`config.mk`:
```
export PLATFORM = sky130hd
export DESIGN_NAME = wddl_dualrail_rx_flat
export DESIGN_NICKNAME = d
export VERILOG_FILES = /design/src/rtl/wddl_dualrail_rx_if.sv /design/src/rtl/wddl_dualrail_rx.sv /design/src/flat_wrapper.sv
export SDC_FILE = /design/constraint.sdc
export NUM_CORES = 1
export LEC_CHECK = 0
export BUFFER_PORTS_ARGS = -buffer_cell sky130_fd_sc_hd__buf_2
export CAP_MARGIN = 10
export CORE_MARGIN = 2
export CORE_UTILIZATION = 56
export DETAILED_ROUTE_END_ITERATION = 12
export PLACE_DENSITY = 0.78
export SLEW_MARGIN = 5
export SYNTH_ARGS = -nofsm -noshare
export SYNTH_HDL_FRONTEND = slang
export SYNTH_SLANG_ARGS = --single-unit
```
`constraint.sdc`:
```
create_clock -name clk -period 2.1 [get_ports clk]
set_input_delay 0 -clock clk [delete_from_list [all_inputs] [get_ports clk]]
set_output_delay 0 -clock clk [all_outputs]
set_load 0.005 [all_outputs]
```
`src/rtl/wddl_dualrail_rx_if.sv`:
```
// Bundle of the dual-rail receive interface.
//
// Signals:
//   prechrg_i   phase signal, 1 = precharge, 0 = evaluate
//   t_i, f_i    true / false rails of the WDDL pair
//   data_o      last completed WIDTH-bit word
//   valid_o     one-cycle pulse, data_o holds a new word
//   busy_o      partial word in progress
//   err_o       one-cycle pulse on a protocol violation
//   err_code_o  code of the most recent error (0 none, 1 precharge
//               violation, 2 both rails high, 3 missing/unstable evaluate)
//
// Modports:
//   master  the WDDL side: drives phase and rails, observes results
//   slave   the receiver: samples phase and rails, drives results
interface wddl_dualrail_rx_if #(
  parameter int WIDTH = 8
);
  logic             prechrg_i;
  logic             t_i;
  logic             f_i;
  logic [WIDTH-1:0] data_o;
  logic             valid_o;
  logic             busy_o;
  logic             err_o;
  logic [1:0]       err_code_o;

  modport master (
    output prechrg_i, t_i, f_i,
    input  data_o, valid_o, busy_o, err_o, err_code_o
  );

  modport slave (
    input  prechrg_i, t_i, f_i,
    output data_o, valid_o, busy_o, err_o, err_code_o
  );
endinterface

```
`src/rtl/wddl_dualrail_rx.sv`:
```
// WDDL dual-rail receive decoder.
//
// Samples a dual-rail pair plus the shared precharge/evaluate phase signal,
// checks each phase for protocol violations, decodes every evaluate phase
// into one single-rail bit and assembles WIDTH bits into a word.
//
// Parameters:
//   WIDTH      bits per word, 2..16
//   MSB_FIRST  1 = first received bit lands in data_o[WIDTH-1],
//              0 = first received bit lands in data_o[0]
//
// Ports:
//   clk    single clock, all state updates on its rising edge
//   rst_n  synchronous, active-low reset
//   rx     wddl_dualrail_rx_if slave modport (phase, rails in; word,
//          valid, busy, error pulse and error code out)
module wddl_dualrail_rx #(
  parameter int WIDTH     = 8,
  parameter int MSB_FIRST = 1
) (
  input  logic                  clk,
  input  logic                  rst_n,
  wddl_dualrail_rx_if.slave     rx
);

  localparam int                CNT_W    = $clog2(WIDTH);
  localparam logic [CNT_W-1:0]  CNT_LAST = CNT_W'(WIDTH - 1);

  localparam logic [1:0] ERR_PRE  = 2'd1;
  localparam logic [1:0] ERR_BOTH = 2'd2;
  localparam logic [1:0] ERR_EVAL = 2'd3;

  typedef enum logic [1:0] {
    SYNC,
    PRE,
    EVAL_WAIT,
    EVAL_HOLD
  } state_t;

  state_t           state_q, state_d;
  logic [CNT_W-1:0] cnt_q, cnt_d;
  logic [WIDTH-1:0] shreg_q, shreg_d;
  logic             held_q;

  logic [WIDTH-1:0] data_p1;
  logic             vld_p1;
  logic             err_vld_p1;
  logic [1:0]       err_code_p1;

  logic [1:0]       rails;
  logic             cap;
  logic             err;
  logic [1:0]       code;
  logic             word_done;
  logic [CNT_W-1:0] pos;

  assign rails = {rx.t_i, rx.f_i};

  // Protocol FSM: next state, capture strobe and error classification.
  always_comb begin
    state_d = state_q;
    cap     = 1'b0;
    err     = 1'b0;
    code    = 2'd0;
    unique case (state_q)
      SYNC: begin
        // Errors are suppressed until a clean precharge aligns us.
        if (rx.prechrg_i && rails == 2'b00) state_d = PRE;
      end
      PRE: begin
        if (rx.prechrg_i) begin
          if (rails != 2'b00) begin
            err  = 1'b1;
            code = ERR_PRE;
          end
        end else begin
          unique case (rails)
            2'b00: state_d = EVAL_WAIT;
            2'b11: begin
              err  = 1'b1;
              code = ERR_BOTH;
            end
            default: begin
              cap     = 1'b1;
              state_d = EVAL_HOLD;
            end
          endcase
        end
      end
      EVAL_WAIT: begin
        if (!rx.prechrg_i) begin
          unique case (rails)
            2'b00: state_d = EVAL_WAIT;
            2'b11: begin
              err  = 1'b1;
              code = ERR_BOTH;
            end
            default: begin
              cap     = 1'b1;
              state_d = EVAL_HOLD;
            end
          endcase
        end else begin
          // Evaluate ended empty; rails 11 here still reports as code 2.
          err  = 1'b1;
          code = (rails == 2'b11) ? ERR_BOTH : ERR_EVAL;
        end
      end
      EVAL_HOLD: begin
        if (!rx.prechrg_i) begin
          if (rails == 2'b11) begin
            err  = 1'b1;
            code = ERR_BOTH;
          end else if (rails != {held_q, ~held_q}) begin
            // Codeword dropped to spacer or flipped mid-evaluate.
            err  = 1'b1;
            code = ERR_EVAL;
          end
        end else if (rails != 2'b00) begin
          err  = 1'b1;
          code = ERR_PRE;
        end else begin
          state_d = PRE;
        end
      end
      default: state_d = SYNC;
    endcase
    if (err) state_d = SYNC;
  end

  // Bit placement: counter indexes from the MSB or LSB end.
  assign pos = (MSB_FIRST != 0) ? (CNT_LAST - cnt_q) : cnt_q;

  // Word assembly: an error discards the partial word.
  always_comb begin
    shreg_d   = shreg_q;
    cnt_d     = cnt_q;
    word_done = 1'b0;
    if (err) begin
      shreg_d = '0;
      cnt_d   = '0;
    end else if (cap) begin
      shreg_d[pos] = rx.t_i;
      if (cnt_q == CNT_LAST) begin
        word_done = 1'b1;
        cnt_d     = '0;
      end else begin
        cnt_d = cnt_q + 1'b1;
      end
    end
  end

  // ---- stage p1: registered state and outputs ----
  always_ff @(posedge clk) begin
    if (!rst_n) begin
      state_q     <= SYNC;
      cnt_q       <= '0;
      shreg_q     <= '0;
      data_p1     <= '0;
      vld_p1      <= 1'b0;
      err_vld_p1  <= 1'b0;
      err_code_p1 <= 2'd0;
    end else begin
      state_q    <= state_d;
      cnt_q      <= cnt_d;
      vld_p1     <= word_done;
      err_vld_p1 <= err;
      if (word_done) begin
        data_p1 <= shreg_d;
        shreg_q <= '0;
      end else begin
        shreg_q <= shreg_d;
      end
      if (err) err_code_p1 <= code;
    end
  end

  // Captured codeword for the hold-stability check; only read after a capture.
  always_ff @(posedge clk) begin
    if (cap) held_q <= rx.t_i;
  end

  assign rx.data_o     = data_p1;
  assign rx.valid_o    = vld_p1;
  assign rx.err_o      = err_vld_p1;
  assign rx.err_code_o = err_code_p1;
  assign rx.busy_o     = (cnt_q != '0);

endmodule

```
`src/flat_wrapper.sv`:
```
// flat-port wrapper written by rule: the top's interface ports become plain ports
module wddl_dualrail_rx_flat 
#(
  parameter int WIDTH     = 8,
  parameter int MSB_FIRST = 1
)
  (clk, rst_n, rx_prechrg_i, rx_t_i, rx_f_i, rx_data_o, rx_valid_o, rx_busy_o, rx_err_o, rx_err_code_o);
  wddl_dualrail_rx_if #(.WIDTH(WIDTH)) rx_i ();
  input  logic clk;
  input  logic rst_n;
  input wire logic [$bits(rx_i.prechrg_i)-1:0] rx_prechrg_i;
  input wire logic [$bits(rx_i.t_i)-1:0] rx_t_i;
  input wire logic [$bits(rx_i.f_i)-1:0] rx_f_i;
  output wire logic [$bits(rx_i.data_o)-1:0] rx_data_o;
  output wire logic [$bits(rx_i.valid_o)-1:0] rx_valid_o;
  output wire logic [$bits(rx_i.busy_o)-1:0] rx_busy_o;
  output wire logic [$bits(rx_i.err_o)-1:0] rx_err_o;
  output wire logic [$bits(rx_i.err_code_o)-1:0] rx_err_code_o;
  assign rx_i.prechrg_i = rx_prechrg_i;
  assign rx_i.t_i = rx_t_i;
  assign rx_i.f_i = rx_f_i;
  assign rx_data_o = rx_i.data_o;
  assign rx_valid_o = rx_i.valid_o;
  assign rx_busy_o = rx_i.busy_o;
  assign rx_err_o = rx_i.err_o;
  assign rx_err_code_o = rx_i.err_code_o;
  wddl_dualrail_rx #(.WIDTH(WIDTH), .MSB_FIRST(MSB_FIRST)) u_core (.clk(clk), .rst_n(rst_n), .rx(rx_i));
endmodule
```
Word level (Yosys, flattened, before mapping)
Index checks and enable logic that the tools add are counted.
Storage, ports and cells
  bits in registers: 26
  bits in latches: 0
  bits in writable memories: 0
  memory bits (read-only): 0
  output and inout port bits: 13
  word-level logic and storage cells: 71
  memories: 0
Cells by class
  $add $sub $neg: 2
  $mul: 0
  divide/modulo/power cells: 0
  order comparisons: 2
  equal/unequal tests: 11
  shifts and indexed selects: 0
  muxes and demuxes: 35
  bitwise gates (word level): 2
  reduce and logical (&&, ||, !) cells: 11
Operators with widths (count)
  $mux 2: 10
  $mux 1: 16
  $mux 8: 2
  $pmux 2 s3: 2
  $bwmux 8: 1
  $ne 2x2->1 const B: 4
  $reduce_or 2->1: 4
  $eq 2x2->1 const B: 3
  $reduce_and 5->1: 1
  $logic_not 2->1: 2
  $lt 3x4->1 const B: 1
  $pmux 2 s2: 1
  $add 3x1->3 const B: 1
  $demux 1 s3: 1
  $eq 3x3->1 const B: 1
  $ge 3x1->1 const B: 1
  $mux 3: 1
  $pmux 1 s3: 1
  $reduce_bool 3->1: 1
  $sub 3x3->3 const A: 1
  $eq 2x1->1 const B: 1
  $logic_and 1x1->1: 2
  $ne 2x1->1 const B: 1
  $ne 2x2->1: 1
  2 further kinds: 3

Depth between registers and ports, before layout
  depth after elaboration: 8
  depth in mapped cells: 9
  mapped depth without buffers: 7

Worst setup path after synthesis
OpenSTA, ideal clock, no wires.
  path kind: flip-flop to flip-flop
  from: reg u_core.state_q[0]
  to: reg u_core.data_p1[3] (netlist: u_core.rx.data_o[3])
  library setup time: 0.131 ns
  arrival: 1.591 ns
  data required time: 1.969 ns
  slack: 0.378 ns
  cell stages (with the launch flop): 8
  buffers on the path: 0
  period minus slack after synthesis: 1.722 ns
  path through: dfxtp_1 > inv_1 > ha_1 > nand3b_4 > inv_2 > and4_1 > mux2i_1 > o22ai_1
On the way
  cells in the longest elaborated chain, start to end: 5
  elaborated cells between the ends (all ways): 10
  those cells by class: eq/ne: 3; mux: 6; reduce/logical: 1
RTL lines
  from (decl): line wddl_dualrail_rx.sv:40  | state_t state_q, state_d;
  from (signal assigned): line wddl_dualrail_rx.sv:164  | state_q <= state_d;
  $eq 2x1->1 or $eq 2x2->1 (tied branches): line wddl_dualrail_rx.sv:65  | unique case (state_q)
  $reduce_or 2->1 (no source line)
  $mux 1
  $mux 8 or $mux 1 (tied branches): line wddl_dualrail_rx.sv:142  | end else if (cap) begin
  $mux 8 or $mux 1 (tied branches): line wddl_dualrail_rx.sv:139  | if (err) begin
  to (signal assigned): line wddl_dualrail_rx.sv:169  | data_p1 <= shreg_d;
  to (decl): line wddl_dualrail_rx.sv:45  | logic [WIDTH-1:0] data_p1;
Several ways; a longest one is shown, not always the timed one.
A chain may end at the register's enable or synchronous reset.

Worst setup path in the final report
  from: reg u_core.state_q[1]
  to: reg u_core.shreg_q[1]
On the way
  cells in the longest elaborated chain, start to end: 6
  elaborated cells between the ends (all ways): 11
  those cells by class: eq/ne: 3; mux: 6; reduce/logical: 2
RTL lines
  $eq 2x1->1 or $eq 2x2->1 (tied branches): line wddl_dualrail_rx.sv:65
  $reduce_or 2->1 (no source line)
  $mux 1
  $mux 1: line wddl_dualrail_rx.sv:142
  $mux 1: line wddl_dualrail_rx.sv:139
  $reduce_or 2->1 (no source line)
  to (signal assigned): line wddl_dualrail_rx.sv:172  | shreg_q <= shreg_d;
  to (decl): line wddl_dualrail_rx.sv:42  | logic [WIDTH-1:0] shreg_q, shreg_d;
Several ways; a longest one is shown, not always the timed one.

==> results.sh <==
export IMPL_rows=18
export IMPL_cts_path_max_buffers=2
export IMPL_synthTopCellsByArea="dfxtp_1 35%, ha_1 8.8%, mux2i_1 8.5%"
export IMPL_fin_crit_sh_pct=92.0
export IMPL_max_freq_ghz=0.517
export IMPL_nets=175
export IMPL_path_max_fanout=13
export IMPL_wl_per_cell_um=14.3
export IMPL_power_density_nw_per_um2=833
export IMPL_hp_class="input port to flip-flop"
export IMPL_clockPowerShare_pct=22.2
export IMPL_swShare_pct=33.3
export IMPL_power_frac_comb_pct=35.2
export IMPL_synthCells=143
export IMPL_ctsResizeCount=0
export IMPL_peakVddDrop_mv=0.720
export IMPL_drtAntennaViolNets=0
export IMPL_reg2reg_from="u_core.state_q[1]"
export IMPL_worst_pin_slew_ps=679
export IMPL_drt_iter0_drc=28
export IMPL_synth_top_area_share_pct=35.4
export IMPL_yosysMostFrequentCell="dfxtp_1"
export IMPL_setup_viol=0
export IMPL_ys_flop_type="dfxtp_1"
export IMPL_critPathKind="flip-flop to flip-flop"
export IMPL_fin_skew_ps=8.54
export IMPL_syn_avg_cell_area_um2=9.89
export IMPL_ios=18
export IMPL_hp_start="rst_n"
export IMPL_hold_viol=0
export IMPL_root_buffer="clkbuf_4"
export IMPL_p_leak_nw=0.658
export IMPL_yosysWarnings=0
export IMPL_drc_errors=0
export IMPL_end_kind="flip-flop"
export IMPL_syn2layout_area_growth_pct=11.6
export IMPL_synthTopCellsByCount="25 x dfxtp_1, 14 x nand2_1, 12 x mux2i_1"
export IMPL_drt_pass1_iterations=4
export IMPL_htreeDepth=1
export IMPL_worst_setup_path_start_kind="flip-flop"
export IMPL_grt_setup_unrepaired="no"
export IMPL_cts_buffers=3
export IMPL_finalMaxSlewViolations=0
export IMPL_clock_sinks=26
export IMPL_grt_max_degree=16
export IMPL_cap_viol_max_count=0
export IMPL_clock_latency_ps=330
export IMPL_dp_slack_ps=108
export IMPL_seq_area_frac_synth_pct=37.5
export IMPL_initial_core_util_pct=58.1
export IMPL_overflow=0
export IMPL_sequentialPowerShare_pct=42.6
export IMPL_synthArstFlopShare_pct=0
export IMPL_syn_area_um2=1410
export IMPL_arrival_ps=2120
export IMPL_cts_tree="yes"
export IMPL_grt_pass1_wl_um=4320
export IMPL_die_area_um2=2940
export IMPL_diodes=0
export IMPL_p_sw_w=0.000437
export IMPL_gr_usage_all_layers_pct=20.3
export IMPL_grt_pass1_vias=968
export IMPL_outcome="complete, no violations"
export IMPL_coreArea_um2=2430
export IMPL_gp_congestion=0.843
export IMPL_p_int_w=0.000877
export IMPL_required_ps=2290
export IMPL_hpwl_um=2000
export IMPL_cts_hold_buffers=0
export IMPL_die_x_um=54.2
export IMPL_portBuffers=17
export IMPL_slew_headroom_pct=54.7
export IMPL_hold_slack_ps=26.4
export IMPL_setup_tns_ps=0
export IMPL_synth_edff_count=1
export IMPL_syn_nets=158
export IMPL_vias=1093
export IMPL_wirelength_um=2700
export IMPL_antenna_found_initial=0
export IMPL_cts_setup_buffers=0
export IMPL_synth_seq_cells=26
export IMPL_cts_clk_slew_worst_paths_ps=140
export IMPL_via_per_inst=5.78
export IMPL_drive_gt1_share_pct=30.2
export IMPL_yosys_area_top_type="dfxtp_1"
export IMPL_finalCriticalPeriod_ps=1930
export IMPL_setup_ws_ps=167
export IMPL_critPathLaunch="u_core.state_q[1]"
export IMPL_ys_types=42
export IMPL_die_h_um=54.2
[power groups by stage]
stage	registers, W	logic [W]	clock network, W
after floorplan	0.000561	0.000360	0
after global placement	0.000565	0.000414	0
after detailed placement	0.000568	0.000426	0
after CTS	0.000557	0.000430	0.000297
after global routing	0.000565	0.000506	0.000314
final	0.000560	0.000463	0.000291
[critical path, cell delays in order (launching register included)]
cell and delay [ps]:
dfxtp_1 390, ha_1 250, a21bo_2 260, nand2b_1 200, o21ai_2 560, nor3_1 140
[sequential cells by signal (all words and copies together), names as in the netlist]
signal,count
u_core.rx.err_code_o,2
u_core.rx.err_o,1
u_core.rx.data_o,8
u_core.shreg_q,8
u_core.rx.valid_o,1
u_core.state_q,2
u_core.cnt_q,3
u_core.held_q,1
[cells by family (layout without fill, tap and decap cells)]
| group | count (synthesis) | count (layout) | synth area share, % |
|---|---|---|---|
| flip-flops | 26 | 26 | 37.5 |
| multiplexers | 12 | 12 | 8.50 |
| buffers and inverters | 18 | 34 | 6.11 |
| adder cells (fa/ha/maj) | 10 | 10 | 8.85 |
| AND/OR/NAND/NOR | 50 | 50 | 21.5 |
| AO/OA/AOI/OAI | 27 | 27 | 17.5 |
[final timing paths]
path,endpoint,slack [ps],cells after the start
worst max-delay path,u_core.shreg_q[1],170,5
worst min-delay path,u_core.rx.data_o[4],30,3
worst max register to register,u_core.shreg_q[1],170,5
worst min register to register,u_core.rx.data_o[4],480,2
[metrics by stage]
step,util (%),cells,total power [W],area (um^2)
final,64.9,189,0.00131,1580
after CTS,63.7,189,0.00128,1550
after detailed placement,61.8,185,0.000994,1500
after global placement,61.8,185,0.000979,1500
after floorplan,-,143,0.000921,1410
after global routing,64.9,189,0.00138,1580
[layout by cell type, fill, tap and decap left out, types with 2 or more instances in the layout]
cell,count
buf_2,17
nand2_1,14
o21ai_2,2
nor2_1,9
nor4_1,2
nor3_2,8
ha_1,9
nand2b_1,2
inv_1,10
mux2i_1,11
a21oi_1,3
dfxtp_1,24
clkbuf_4,3
inv_2,2
nor3_1,4
nor3b_1,2
o22ai_1,8
[layout make-up]
cell class	instances	area (um^2)
timing repair buffer	18	92.6
multi-input combinational	99	823
inverter	12	45.0
tap	30	37.5
sequential	26	532
clock buffer	4	47.5
fill	201	855
[layer usage]
metal | part of all wire [%] | GRT usage [%]
met1 | 46 | 28.0
met2 | 48 | 32.1
met3 | 4.7 | 3.28
met4 | 1.3 | 7.50
met5 | 0 | 0
No activity file was read; power rests on OpenSTA's default activity.
